## config.mk

```make
export PLATFORM = sky130hd
export DESIGN_NAME = instruction_fetch_unit_flat
export DESIGN_NICKNAME = d
export VERILOG_FILES = /design/src/rtl/riscv_pkg.sv /design/src/rtl/instruction_fetch_unit_if.sv /design/src/rtl/if_skid_buffer.sv /design/src/rtl/instruction_fetch_unit.sv /design/src/flat_wrapper.sv
export SDC_FILE = /design/constraint.sdc
export NUM_CORES = 1
export LEC_CHECK = 0
export BUFFER_PORTS_ARGS = -buffer_cell sky130_fd_sc_hd__buf_2
export CAP_MARGIN = 10
export CORE_MARGIN = 2
export CORE_UTILIZATION = 30
export DETAILED_ROUTE_END_ITERATION = 6
export PLACE_DENSITY = 0.56
export SLEW_MARGIN = 20
export SYNTH_ARGS = -nofsm -noshare
export SYNTH_HDL_FRONTEND = slang
export SYNTH_SLANG_ARGS = --single-unit
```

## constraint.sdc

```tcl
create_clock -name clk -period 5.9 [get_ports clk]
set_input_delay 0.885 -clock clk [delete_from_list [all_inputs] [get_ports clk]]
set_output_delay 0.885 -clock clk [all_outputs]
set_load 0.02 [all_outputs]
```

## src/rtl/riscv_pkg.sv

```systemverilog
// Shared fetch-stage definitions: reset PC default, the NOP word used to fill
// an empty IF/ID register, the fetch FSM encoding and the skid entry layout.
package riscv_pkg;

    localparam logic [31:0] RESET_PC_DEFAULT = 32'h0000_0000;
    localparam logic [31:0] NOP_INSTR        = 32'h0000_0013;

    localparam logic [1:0] FS_IDLE  = 2'd0;
    localparam logic [1:0] FS_FETCH = 2'd1;
    localparam logic [1:0] FS_WAIT  = 2'd2;
    localparam logic [1:0] FS_HOLD  = 2'd3;

    typedef struct packed {
        logic [31:0] pc;
        logic [31:0] instr;
    } fetch_entry_t;

    function automatic logic [31:0] align_word(input logic [31:0] addr);
        return {addr[31:2], 2'b00};
    endfunction

endpackage

```

## src/rtl/instruction_fetch_unit_if.sv

```systemverilog
// Instruction memory request/response bus.
//   imem_req_valid / imem_req_ready / imem_addr : request handshake
//   imem_rsp_valid / imem_rsp_data               : response, one per accepted request
// master = fetch unit, slave = instruction memory.
interface instruction_fetch_unit_if;

    logic        imem_req_valid;
    logic        imem_req_ready;
    logic [31:0] imem_addr;
    logic        imem_rsp_valid;
    logic [31:0] imem_rsp_data;

    modport master (
        output imem_req_valid,
        output imem_addr,
        input  imem_req_ready,
        input  imem_rsp_valid,
        input  imem_rsp_data
    );

    modport slave (
        input  imem_req_valid,
        input  imem_addr,
        output imem_req_ready,
        output imem_rsp_valid,
        output imem_rsp_data
    );

endinterface

```

## src/rtl/if_skid_buffer.sv

```systemverilog
// One-entry skid buffer holding a fetched (pc, instruction) pair while the
// IF/ID register is blocked by decode.
//   clk, rst_n  : clock, synchronous active-low reset
//   load        : capture load_entry
//   unload      : entry consumed by the IF/ID register
//   flush       : discard entry (redirect); wins over load
//   valid/entry : current contents
module if_skid_buffer
    import riscv_pkg::*;
(
    input  logic         clk,
    input  logic         rst_n,
    input  logic         load,
    input  logic         unload,
    input  logic         flush,
    input  fetch_entry_t load_entry,
    output logic         valid,
    output fetch_entry_t entry
);

    logic         valid_q, valid_d;
    fetch_entry_t entry_q, entry_d;

    always_comb begin
        valid_d = valid_q;
        entry_d = entry_q;
        if (flush) begin
            valid_d = 1'b0;
        end else if (load) begin
            valid_d = 1'b1;
            entry_d = load_entry;
        end else if (unload) begin
            valid_d = 1'b0;
        end
    end

    always_ff @(posedge clk) begin
        if (!rst_n) begin
            valid_q <= 1'b0;
            entry_q <= '0;
        end else begin
            valid_q <= valid_d;
            entry_q <= entry_d;
        end
    end

    assign valid = valid_q;
    assign entry = entry_q;

endmodule

```

## src/rtl/instruction_fetch_unit.sv

```systemverilog
// Single-outstanding instruction fetch stage feeding the IF/ID register.
//   clk, rst_n           : clock, synchronous active-low reset
//   imem (master)        : instruction memory request/response bus
//   redirect_valid/_pc   : branch/jump redirect from execute (overrides all)
//   stall                : decode cannot accept a new instruction
//   id_valid/_pc/_instruction : IF/ID register
//   misaligned_redirect  : one-cycle pulse after a redirect with pc[1:0] != 0
module instruction_fetch_unit
    import riscv_pkg::*;
#(
    parameter logic [31:0] RESET_PC = RESET_PC_DEFAULT
) (
    input  logic                            clk,
    input  logic                            rst_n,
    instruction_fetch_unit_if.master        imem,
    input  logic                            redirect_valid,
    input  logic [31:0]                     redirect_pc,
    input  logic                            stall,
    output logic                            id_valid,
    output logic [31:0]                     id_pc,
    output logic [31:0]                     id_instruction,
    output logic                            misaligned_redirect
);

    logic [1:0]   state_q, state_d;
    logic [31:0]  pc_q, pc_d;
    logic [31:0]  fetch_pc_q, fetch_pc_d;
    logic         drop_q, drop_d;
    logic         id_valid_q, id_valid_d;
    logic [31:0]  id_pc_q, id_pc_d;
    logic [31:0]  id_instr_q, id_instr_d;
    logic         misaligned_q, misaligned_d;

    logic         out_free;
    logic         skid_load, skid_unload, skid_flush, skid_valid;
    fetch_entry_t skid_entry, rsp_entry;

    assign out_free  = !id_valid_q || !stall;
    assign rsp_entry = '{pc: fetch_pc_q, instr: imem.imem_rsp_data};

    if_skid_buffer u_skid (
        .clk        (clk),
        .rst_n      (rst_n),
        .load       (skid_load),
        .unload     (skid_unload),
        .flush      (skid_flush),
        .load_entry (rsp_entry),
        .valid      (skid_valid),
        .entry      (skid_entry)
    );

    always_comb begin
        state_d      = state_q;
        pc_d         = pc_q;
        fetch_pc_d   = fetch_pc_q;
        drop_d       = drop_q;
        id_valid_d   = id_valid_q && stall;
        id_pc_d      = id_pc_q;
        id_instr_d   = id_instr_q;
        skid_load    = 1'b0;
        skid_unload  = 1'b0;
        skid_flush   = 1'b0;
        misaligned_d = redirect_valid && (redirect_pc[1:0] != 2'b00);

        if (redirect_valid) begin
            pc_d       = align_word(redirect_pc);
            id_valid_d = 1'b0;
            skid_flush = 1'b1;
            state_d    = FS_FETCH;
            drop_d     = drop_q && !imem.imem_rsp_valid;
            // A request that is (or becomes) outstanding belongs to the old
            // path: wait for its response and throw it away.
            if ((state_q == FS_FETCH && imem.imem_req_ready) ||
                (state_q == FS_WAIT && !imem.imem_rsp_valid)) begin
                state_d = FS_WAIT;
                drop_d  = 1'b1;
            end
        end else begin
            // A late response left over from a reset can arrive in any state.
            if (imem.imem_rsp_valid && drop_q) begin
                drop_d = 1'b0;
            end
            case (state_q)
                FS_IDLE: state_d = FS_FETCH;
                FS_FETCH: begin
                    if (imem.imem_req_ready) begin
                        state_d    = FS_WAIT;
                        fetch_pc_d = pc_q;
                    end
                end
                FS_WAIT: begin
                    if (imem.imem_rsp_valid) begin
                        if (drop_q) begin
                            state_d = FS_FETCH;
                        end else begin
                            pc_d = fetch_pc_q + 32'd4;
                            if (out_free) begin
                                id_valid_d = 1'b1;
                                id_pc_d    = fetch_pc_q;
                                id_instr_d = imem.imem_rsp_data;
                                state_d    = FS_FETCH;
                            end else begin
                                skid_load = 1'b1;
                                state_d   = FS_HOLD;
                            end
                        end
                    end
                end
                FS_HOLD: begin
                    if (out_free && skid_valid) begin
                        id_valid_d  = 1'b1;
                        id_pc_d     = skid_entry.pc;
                        id_instr_d  = skid_entry.instr;
                        skid_unload = 1'b1;
                        state_d     = FS_FETCH;
                    end
                end
                default: state_d = FS_IDLE;
            endcase
        end
    end

    always_ff @(posedge clk) begin
        if (!rst_n) begin
            state_q      <= FS_IDLE;
            pc_q         <= RESET_PC;
            fetch_pc_q   <= RESET_PC;
            // Remember a request left in flight so its response is ignored later.
            drop_q       <= (state_q == FS_WAIT || drop_q) && !imem.imem_rsp_valid;
            id_valid_q   <= 1'b0;
            id_pc_q      <= '0;
            id_instr_q   <= NOP_INSTR;
            misaligned_q <= 1'b0;
        end else begin
            state_q      <= state_d;
            pc_q         <= pc_d;
            fetch_pc_q   <= fetch_pc_d;
            drop_q       <= drop_d;
            id_valid_q   <= id_valid_d;
            id_pc_q      <= id_pc_d;
            id_instr_q   <= id_instr_d;
            misaligned_q <= misaligned_d;
        end
    end

    assign imem.imem_req_valid = rst_n && (state_q == FS_FETCH);
    assign imem.imem_addr      = pc_q;
    assign id_valid            = id_valid_q;
    assign id_pc               = id_pc_q;
    assign id_instruction      = id_instr_q;
    assign misaligned_redirect = misaligned_q;

endmodule

```

## src/flat_wrapper.sv

```systemverilog
// flat-port wrapper written by rule: the top's interface ports become plain ports
module instruction_fetch_unit_flat import riscv_pkg::*;
#(
    parameter logic [31:0] RESET_PC = RESET_PC_DEFAULT
)
  (clk, rst_n, redirect_valid, redirect_pc, stall, id_valid, id_pc, id_instruction, misaligned_redirect, imem_imem_req_valid, imem_imem_addr, imem_imem_req_ready, imem_imem_rsp_valid, imem_imem_rsp_data);
  instruction_fetch_unit_if imem_i ();
  input  logic clk;
  input  logic rst_n;
  input  logic redirect_valid;
  input  logic [31:0] redirect_pc;
  input  logic stall;
  output logic id_valid;
  output logic [31:0] id_pc;
  output logic [31:0] id_instruction;
  output logic misaligned_redirect;
  output wire logic [$bits(imem_i.imem_req_valid)-1:0] imem_imem_req_valid;
  output wire logic [$bits(imem_i.imem_addr)-1:0] imem_imem_addr;
  input wire logic [$bits(imem_i.imem_req_ready)-1:0] imem_imem_req_ready;
  input wire logic [$bits(imem_i.imem_rsp_valid)-1:0] imem_imem_rsp_valid;
  input wire logic [$bits(imem_i.imem_rsp_data)-1:0] imem_imem_rsp_data;
  assign imem_imem_req_valid = imem_i.imem_req_valid;
  assign imem_imem_addr = imem_i.imem_addr;
  assign imem_i.imem_req_ready = imem_imem_req_ready;
  assign imem_i.imem_rsp_valid = imem_imem_rsp_valid;
  assign imem_i.imem_rsp_data = imem_imem_rsp_data;
  instruction_fetch_unit #(.RESET_PC(RESET_PC)) u_core (.clk(clk), .rst_n(rst_n), .imem(imem_i), .redirect_valid(redirect_valid), .redirect_pc(redirect_pc), .stall(stall), .id_valid(id_valid), .id_pc(id_pc), .id_instruction(id_instruction), .misaligned_redirect(misaligned_redirect));
endmodule
```

## Word level (Yosys, flattened, before mapping)

Cells that the tools add are included.

- Register bits after elaboration: 198
- Input port bits: 70
- Logic and storage cells: 100

- Add/subtract/negate cells: 1
- Equality and inequality tests: 12
- Mux-type cells: 42
- Bitwise operators: 4
- Reductions and logical operators: 29

Operators by type and width:

| kind | number |
|---|---|
| $mux 32 | 12 |
| $pmux 32 s2 | 2 |
| $add 32x3->32 const B | 1 |
| $mux 1 | 19 |
| $mux 2 | 7 |
| $reduce_and 3->1 | 4 |
| $reduce_bool 2->1 | 5 |
| $logic_and 1x1->1 | 9 |
| $pmux 2 s4 | 1 |
| $ne 2x2->1 const B | 3 |
| $ne 3x3->1 const B | 2 |
| $reduce_and 6->1 | 1 |
| $eq 2x2->1 const B | 2 |
| $ne 2x1->1 const B | 2 |
| $not 1->1 | 4 |
| $reduce_or 2->1 | 2 |
| $logic_not 1->1 | 3 |
| $logic_or 1x1->1 | 3 |
| $ne 3x1->1 const B | 1 |
| $ne 3x2->1 const B | 1 |
| $eq 2x1->1 const B | 1 |
| $logic_not 2->1 | 1 |
| $pmux 1 s2 | 1 |
| $reduce_and 2->1 | 1 |

## Depth between registers and ports, before layout

Gate-level depths: netlist of run 1.

- Depth in word-level cells: 8
- Mapped depth: 9
- Depth with buffers taken out: 7

## By module

From an unflattened synthesis of run 1, not the netlist that was laid out.

- Cell total of the unflattened synthesis: 1038
- Area, all modules: 8966.1 sq um

Modules (own cells, without submodules):

| module | instances | cells an instance | area an instance (sq um) | seq. area each (sq um) |
|---|---|---|---|---|
| instruction_fetch_unit | 1 | 756 | 6296.0 | 2672.6 |
| if_skid_buffer | 1 | 282 | 2670.1 | 1301.2 |

## Worst setup path after synthesis of run 1

OpenSTA, ideal clock, no wires.

- Path kind: in2out
- Start: in rst_n
- End: out imem_imem_req_valid
- Arrival time: 1.684 ns
- Required time: 5.015 ns
- Slack: 3.331 ns
- Cell stages on the path: 3
- Cell sequence: clkbuf_1 -> clkbuf_1 -> and2_1

- Cells in the longest elaborated chain, start to end: 1

RTL lines:

| element | line | text |
|---|---|---|
| start, declared | flat_wrapper.sv:9 | `input logic rst_n;` |
| $logic_and 1x1->1 | instruction_fetch_unit.sv:146 | `assign imem.imem_req_valid = rst_n && (state_q == FS_FETCH);` |
| end, declared | flat_wrapper.sv:17 | `output wire logic [$bits(imem_i.imem_req_valid)-1:0] imem_imem_req_valid;` |

Every way passes these cells.

## Final worst setup path of run 1

- Start: reg u_core.state_q[1]
- End: reg u_core.u_skid.entry_q (netlist bit u_core.u_skid.entry[31])

- Cells in the longest elaborated chain, start to end: 4

RTL lines:

| element | line | text |
|---|---|---|
| start, declared | instruction_fetch_unit.sv:25 | `logic [1:0] state_q, state_d;` |
| start signal, assigned | instruction_fetch_unit.sv:135 | `state_q <= state_d;` |
| $eq 2x2->1 | instruction_fetch_unit.sv:83 | `case (state_q)` |
| $mux 1 | instruction_fetch_unit.sv:83 |  |
| $mux 1 | instruction_fetch_unit.sv:65 | `if (redirect_valid) begin` |
| $reduce_and 2->1 (no line) | -- |  |
| end signal, assigned | if_skid_buffer.sv:43 | `entry_q <= entry_d;` |
| end, declared | if_skid_buffer.sv:22 | `fetch_entry_t entry_q, entry_d;` |

Every way passes these cells.
A chain may end at the register's enable or synchronous reset.

==> results by group, run 1 <==
Status
  – Status: complete, no violations

Min path
  – Worst Hold Class: flop to flop

Yosys
  – Sequential cell area fraction in the yosys report: 0.4682
  – Top post-synthesis cells by area: dfxtp_1 (46%), nand2_1 (11%), a21oi_1 (7.5%)
  – Number of synthesized flops with an enable pin: 1
  – Synth Cell Area: 8488 µm²
  – Async S/R FF share, synth: 0
  – Syn_nets: 1117
  – Syn Area/Cell: 8.138 µm²
  – Top-area cell type share of the netlist area: 0.4646
  – #FFs+latches synth: 198
  – Post-synth cell types: 55
  – Ys Warns: 0
  – Leading area contributor after synthesis: dfxtp_1
  – Post-Synthesis Cells: 1043
  – Commonest register cell after synthesis: dfxtp_1

Routing
  – Pre-Repair DR Iteration Count: 4
  – Vias/cell: 4.847
  – DR vias: 7488
  – DRT antenna net count: 0
  – DRC Markers: 0
  – Total Wirelength: 23.73 mm
  – Avg WL per Cell: 15.36 µm
  – DR iter-0 viols: 519

Placement
  – Port Buffers: 168
  – Placed Cells incl. Taps: 1513
  – Gpl congestion: 0.7962
  – Final HPWL DP: 15.89 mm

Floorplan
  – Top Ports: 169
  – Starting Density: 0.3047
  – Core Area: 27860 µm²
  – Die H: 172.2 µm
  – Num rows: 61
  – Die W: 172.2 µm
  – Die area: 29650 µm²

Timing
  – Final hold vios: 0
  – Period utilization: 0.4751
  – RSZ-0062 raised after global routing: no
  – Fmax: 0.3568 GHz
  – Setup violators final: 0
  – Period minus WS final: 2.803 ns
  – Setup TNS: 0 ns
  – Rel. slew slack: 0.4044
  – Slew @ Worst Pin: 0.8914 ns
  – Skew final: 0.01321 ns
  – Slew Viols, Final: 0

Clock tree
  – H-tree levels: 4
  – # clock sinks: 198
  – CTS Root Cell: clkbuf_16
  – Skew-Pair Late Insertion Delay: 0.43 ns
  – Setup Fix Bufs, Post-CTS: 0
  – Clock slew at reported path FFs: 0.07 ns
  – CTS max path bufs: 2
  – CTS tree: yes
  – Cts hold-fix bufs: 0
  – CTS buffer count: 17
  – Resized Gates After CTS: 0

Worst setup path
  – CP max FO: 40
  – CP Capture Type: flop
  – Startpoint Class: flop
  – Flop2flop setup slack: 3.10 ns
  – Critical Path AT: 3.16 ns
  – Critical path class: flop to flop
  – Required time worst endpoint: 6.26 ns

Layout
  – Post-route insts no fill: 1545
  – Area of the multi-input gates: 4167 µm²
  – Share of layout cells above drive strength 1: 0.1945
  – Commonest cells after routing, fill and taps aside: nand2_1 (248), dfxtp_1 (197), buf_2 (168), a21oi_1 (127), nor2_1 (86)
  – # fillers: 2995
  – Inserted Diodes: 0
  – Area delta synth->final: 20.22%
  – Seq. cell area: 3974 µm²
  – Most common cell after layout, fill and taps aside: nand2_1
  – Layout Nets: 1228

GRT
  – First-pass GRT wire length: 36.76 mm
  – Largest net degree at the start of global routing: 84
  – Vias in the first global route: 6545
  – Total track usage: 0.1591
  – Total grt overflow: 0
  – Initial antenna violation count: 0

Flow run
  – Max-Cap Viols: 0

Power and ir drop
  – Leakage: 3.720 nW
  – Peak supply drop: 0.1749 mV
  – Pwr per Cell Area: 279.2 nW/µm²
[power breakdown]
group	internal (mW)	switching [mW]
Sequential	1.37	0.0269
Clock	0.663	0.553
Combinational	0.0847	0.152
[logic make-up after synthesis]
group | Yosys count | synth area share
AO/OA/AOI/OAI | 261 | 0.1913
adder cells (fa/ha/maj) | 4 | 0.005896
XOR/XNOR | 14 | 0.01445
AND/OR/NAND/NOR | 408 | 0.2075
multiplexers | 57 | 0.06722
buffers and inverters | 101 | 0.04540
flip-flops | 198 | 0.4682
[registers in the layout, summed over array words and instances (netlist names)]
signal,count
u_core.id_pc,32
u_core.drop_q,1
u_core.u_skid.entry,64
u_core.u_skid.valid,1
u_core.fetch_pc_q,32
u_core.id_valid,1
u_core.id_instruction,32
u_core.state_q,2
u_core.imem.imem_addr,32
u_core.misaligned_redirect,1
[stage by stage]
| stage | setup WS [ns] | area [µm²] | power, mW | hold WS, ns | utilization |
|---|---|---|---|---|---|
| after CTS | 3.058 | 10200 | 2.885 | 0.4558 | 0.3663 |
| after global routing | 2.854 | 10200 | 2.969 | 0.4723 | 0.3663 |
| after global placement | 2.802 | 9588 | 1.666 | 0.4406 | 0.3442 |
| final | 3.097 | 10200 | 2.849 | 0.4531 | 0.3663 |
| after detailed placement | 2.810 | 9588 | 1.666 | 0.4461 | 0.3442 |
| after floorplan | 3.331 | 8488 | 1.572 | 0.4360 | - |
[synth_stat cells, types with 2 or more instances]
cell type and instances:
a211o_1 2, a211oi_1 57, a21o_1 3, a21oi_1 127
a221oi_1 5, a311oi_1 2, a31o_2 3, a31oi_1 6
and2_1 4, and3_1 3, and4_1 6, buf_1 4
buf_2 5, clkbuf_1 77, dfxtp_1 197, ha_1 4
inv_1 14, mux2i_1 57, nand2_1 248, nand2b_1 4
nand3_1 14, nand4_1 3, nor2_1 88, nor2b_1 3
nor3_1 7, nor3b_1 4, nor4_1 7, nor4_2 2
o211a_1 10, o211ai_1 12, o21ai_0 22, o22ai_1 2
o31a_1 3, or3_1 4, or4_1 2, xnor2_1 7
xor2_1 7
[layer usage]
metal  up-vias  GRT usage  share of wire
met2       193     0.2350           0.43
met4         0    0.04604          0.012
met1      3436     0.2349           0.51
li1       3842          -              -
met5         -          0              0
met3        17    0.02884          0.052
[critical path, cell delays in order (launching register included)]
cell	delay [ns]
dfxtp_1	0.42
ha_1	0.32
and3b_1	0.19
buf_4	0.31
nand2b_1	0.17
nor2_4	0.53
buf_4	0.51
nand2_1	0.11
a21oi_1	0.13
[area by class of cell]
class                      instances  area share
clock buffer                      19     0.04438
clock inverter                    13     0.01606
inverter                          15    0.005763
multi-input combinational        744      0.4083
sequential                       198      0.3894
tap                              378     0.04635
timing repair buffer             178     0.08975
[worst paths after layout]
kind,from,cells past startpoint,to
setup / recovery,u_core.state_q[1],8,u_core.u_skid.entry[31]
hold / removal,u_core.u_skid.entry[40],2,u_core.u_skid.entry[40]
setup reg to reg,u_core.state_q[1],8,u_core.u_skid.entry[31]
hold reg to reg,u_core.u_skid.entry[40],2,u_core.u_skid.entry[40]
Note: power is estimated with default switching activity, not from simulation.
==> run 2, diff against run 1 <==
--- a/config.mk
+++ b/config.mk
@@ -10,7 +10,7 @@
 export CORE_MARGIN = 2
 export CORE_UTILIZATION = 30
 export DETAILED_ROUTE_END_ITERATION = 6
-export PLACE_DENSITY = 0.56
+export PLACE_DENSITY = 0.57
 export SLEW_MARGIN = 20
 export SYNTH_ARGS = -nofsm -noshare
 export SYNTH_HDL_FRONTEND = slang
==> constraint.sdc (replaced) <==
create_clock -name clk -period 2.5 [get_ports clk]
set_input_delay 0.375 -clock clk [delete_from_list [all_inputs] [get_ports clk]]
set_output_delay 0.375 -clock clk [all_outputs]
set_load 0.02 [all_outputs]
==> run 2 against run 1 <==
Setup slack worse by 2.8 ns; clock-buffer cell count rose by 3; clock skew rose by 0.00076 ns; clock power is 120% higher; sequential share of layout area down 0.42 points; utilization is 0.40 points higher; power grew 130%; hold slack worse by 0.29 ns; global-route usage up 0.76 points; combinational power rose by 140%; register-to-register slack worse by 2.8 ns; highest routed layer unchanged; fmax rose by 27%.
==> results by group, run 2 (same netlist as run 1, synthesis figures left out) <==
Timing
  – Setup violators final: 0 (unchanged)
  – Period utilization: 0.8863 (was 0.4751)
  – Final hold vios: 0 (unchanged)
  – Slew Viols, Final: 0 (unchanged)
  – Slew @ Worst Pin: 0.7361 ns (was 0.8914 ns)
  – RSZ-0062 raised after global routing: no (unchanged)
  – Hold slack: 0.1678 ns (was 0.4531 ns)
  – Period minus WS final: 2.216 ns (was 2.803 ns)
  – Fmax: 0.4513 GHz (was 0.3568 GHz)
  – Setup TNS: 0 ns (unchanged)
  – Skew final: 0.01396 ns (was 0.01321 ns)
  – Rel. slew slack: 0.5093 (was 0.4044)

Clock tree
  – Setup Fix Bufs, Post-CTS: 0 (unchanged)
  – Resized Gates After CTS: 0 (unchanged)
  – CTS max path bufs: 2 (unchanged)
  – # clock sinks: 198 (unchanged)
  – CTS tree: yes (unchanged)
  – H-tree levels: 4 (unchanged)
  – CTS Root Cell: clkbuf_16 (unchanged)
  – Cts hold-fix bufs: 0 (unchanged)
  – Clock slew at reported path FFs: 0.07 ns (about the same)
  – Skew-Pair Late Insertion Delay: 0.43 ns (about the same)
  – CTS buffer count: 17 (unchanged)

GRT
  – Initial antenna violation count: 0 (unchanged)
  – Total grt overflow: 0 (unchanged)
  – First-pass GRT wire length: 38.16 mm (was 36.76 mm)
  – Vias in the first global route: 6735 (was 6545)
  – Largest net degree at the start of global routing: 75 (was 84)
  – Total track usage: 0.1667 (was 0.1591)

Worst setup path
  – Critical Path, Cell by Cell: inv_1 > ha_1 > nand2b_1 > o21ai_1 > nor3_2 > buf_4 > nor2_1 > a211oi_1 (was ha_1 > and3b_1 > buf_4 > nand2b_1 > nor2_4 > buf_4 > nand2_1 > a21oi_1)
  – Required time worst endpoint: 2.84 ns (was 6.26 ns)
  – Critical path class: flop to flop (unchanged)
  – CP max FO: 48 (was 40)
  – CP Capture Type: flop (unchanged)
  – Critical Path AT: 2.55 ns (was 3.16 ns)
  – CP peak stage delay: 0.47 ns (was 0.53 ns)
  – Startpoint Class: flop (unchanged)
  – Slowest CP cell: buf_4 (was nor2_4)
  – Worst reg-to-reg path cell count: 8 (unchanged)

Floorplan
  – Die W: 172.2 µm (unchanged)
  – Die H: 172.2 µm (unchanged)
  – Top Ports: 169 (unchanged)
  – Core Area: 27860 µm² (unchanged)
  – Die area: 29650 µm² (unchanged)
  – Starting Density: 0.3047 (unchanged)
  – Num rows: 61 (unchanged)

Placement
  – Gpl congestion: 0.8004 (was 0.7962)
  – Port Buffers: 168 (unchanged)
  – Final HPWL DP: 16.61 mm (was 15.89 mm)

Power and ir drop
  – Peak supply drop: 0.4038 mV (was 0.1749 mV)
  – Leakage: 3.797 nW (was 3.720 nW)
  – Pwr per Cell Area: 639.4 nW/µm² (was 279.2 nW/µm²)

Layout
  – Share of layout cells above drive strength 1: 0.2008 (was 0.1945)
  – Max FFs per register: 64 (unchanged)
  – Layout Nets: 1244 (was 1228)
  – Inserted Diodes: 0 (unchanged)
  – Area delta synth->final: 21.54% (was 20.22%)
  – Most common cell after layout, fill and taps aside: nand2_1 (unchanged)
  – Commonest cells after routing, fill and taps aside: nand2_1 (248), dfxtp_1 (197), buf_2 (168), a21oi_1 (127), nor2_1 (86) (unchanged)
  – # fillers: 2941 (was 2995)

Routing
  – Total Wirelength: 24.72 mm (was 23.73 mm)
  – DRC Markers: 0 (unchanged)
  – DRT antenna net count: 0 (unchanged)
  – Avg WL per Cell: 15.86 µm (was 15.36 µm)
  – DR vias: 7546 (was 7488)
  – Vias/cell: 4.843 (was 4.847)
  – Pre-Repair DR Iteration Count: 7 (was 4)
  – DR iter-0 viols: 579 (was 519)

Status
  – Status: complete, no violations (unchanged)

Flow run
  – Max-Cap Viols: 0 (unchanged)

Min path
  – Worst Hold Class: primary input to flop (was flop to flop)
  – Hold path depth: 2 (unchanged)
## run 2: cell count changes in the layout (fill, tap and decap cells not counted)
cell        delta
buf_4         +12
buf_12         +4
clkbuf_1       +3
inv_6          -3
clkinv_2       +1
clkinv_4       -1
clkinv_8       -1
clkinvlp_4     -1
inv_8          -1
nor2_2         +1
nor2_4         -1
## run 2: cell type report
| cell class | count | area, µm² | share of cell area |
|---|---|---|---|
| clock buffer | 22 | 464.2 | 0.04500 |
| clock inverter | 7 | 98.84 | 0.009582 |
| inverter | 15 | 58.81 | 0.005700 |
| multi-input combinational | 744 | 4161 | 0.4034 |
| sequential | 198 | 3974 | 0.3852 |
| tap | 378 | 473.0 | 0.04585 |
| timing repair buffer | 194 | 1086 | 0.1053 |
## run 2: critical path, delay by kind of cell (launching register included)
family,cells,cell delay [ns]
AOI/OAI and AO/OA,2,0.38
adders and majority gates,1,0.28
buffers and inverters,2,0.54
DFF,1,0.43
and+or+nand+nor,3,0.49
## run 2: path summary, 6_finish.rpt
| check | start | endpoint | slack [ns] |
|---|---|---|---|
| worst max register to register | u_core.state_q[0] | u_core.id_instruction[7] | 0.28 |
| worst min register to register | u_core.u_skid.entry[52] | u_core.u_skid.entry[52] | 0.45 |
| worst min-delay path | redirect_pc[0] | u_core.misaligned_redirect | 0.17 |
| worst max-delay path | u_core.state_q[0] | u_core.id_instruction[7] | 0.28 |
## run 2: through the flow
step | power [mW] | cells | area, µm² | setup WS [ns] | utilization
after floorplan | 3.710 | 1043 | 8488 | 0.4061 | -
after global placement | 3.945 | 1529 | 9753 | 0.3708 | 0.3501
after detailed placement | 3.950 | 1529 | 9753 | 0.2789 | 0.3501
after CTS | 6.688 | 1558 | 10320 | 0.2654 | 0.3703
after global routing | 6.863 | 1558 | 10320 | 0.04717 | 0.3703
final | 6.597 | 1558 | 10320 | 0.2843 | 0.3703
## run 2: layer usage
layer / global-route usage / wire, µm
met2: 0.2509 / 10810
met1: 0.2456 / 12350
met4: 0.03873 / 192
met3: 0.03090 / 1360
met5: 0 / 0
## run 2: report_power, final
| group | switching [mW] | total (mW) | internal, mW |
|---|---|---|---|
| clock network | 1.21 | 2.73 | 1.52 |
| registers | 0.0618 | 3.30 | 3.23 |
| logic | 0.366 | 0.576 | 0.210 |
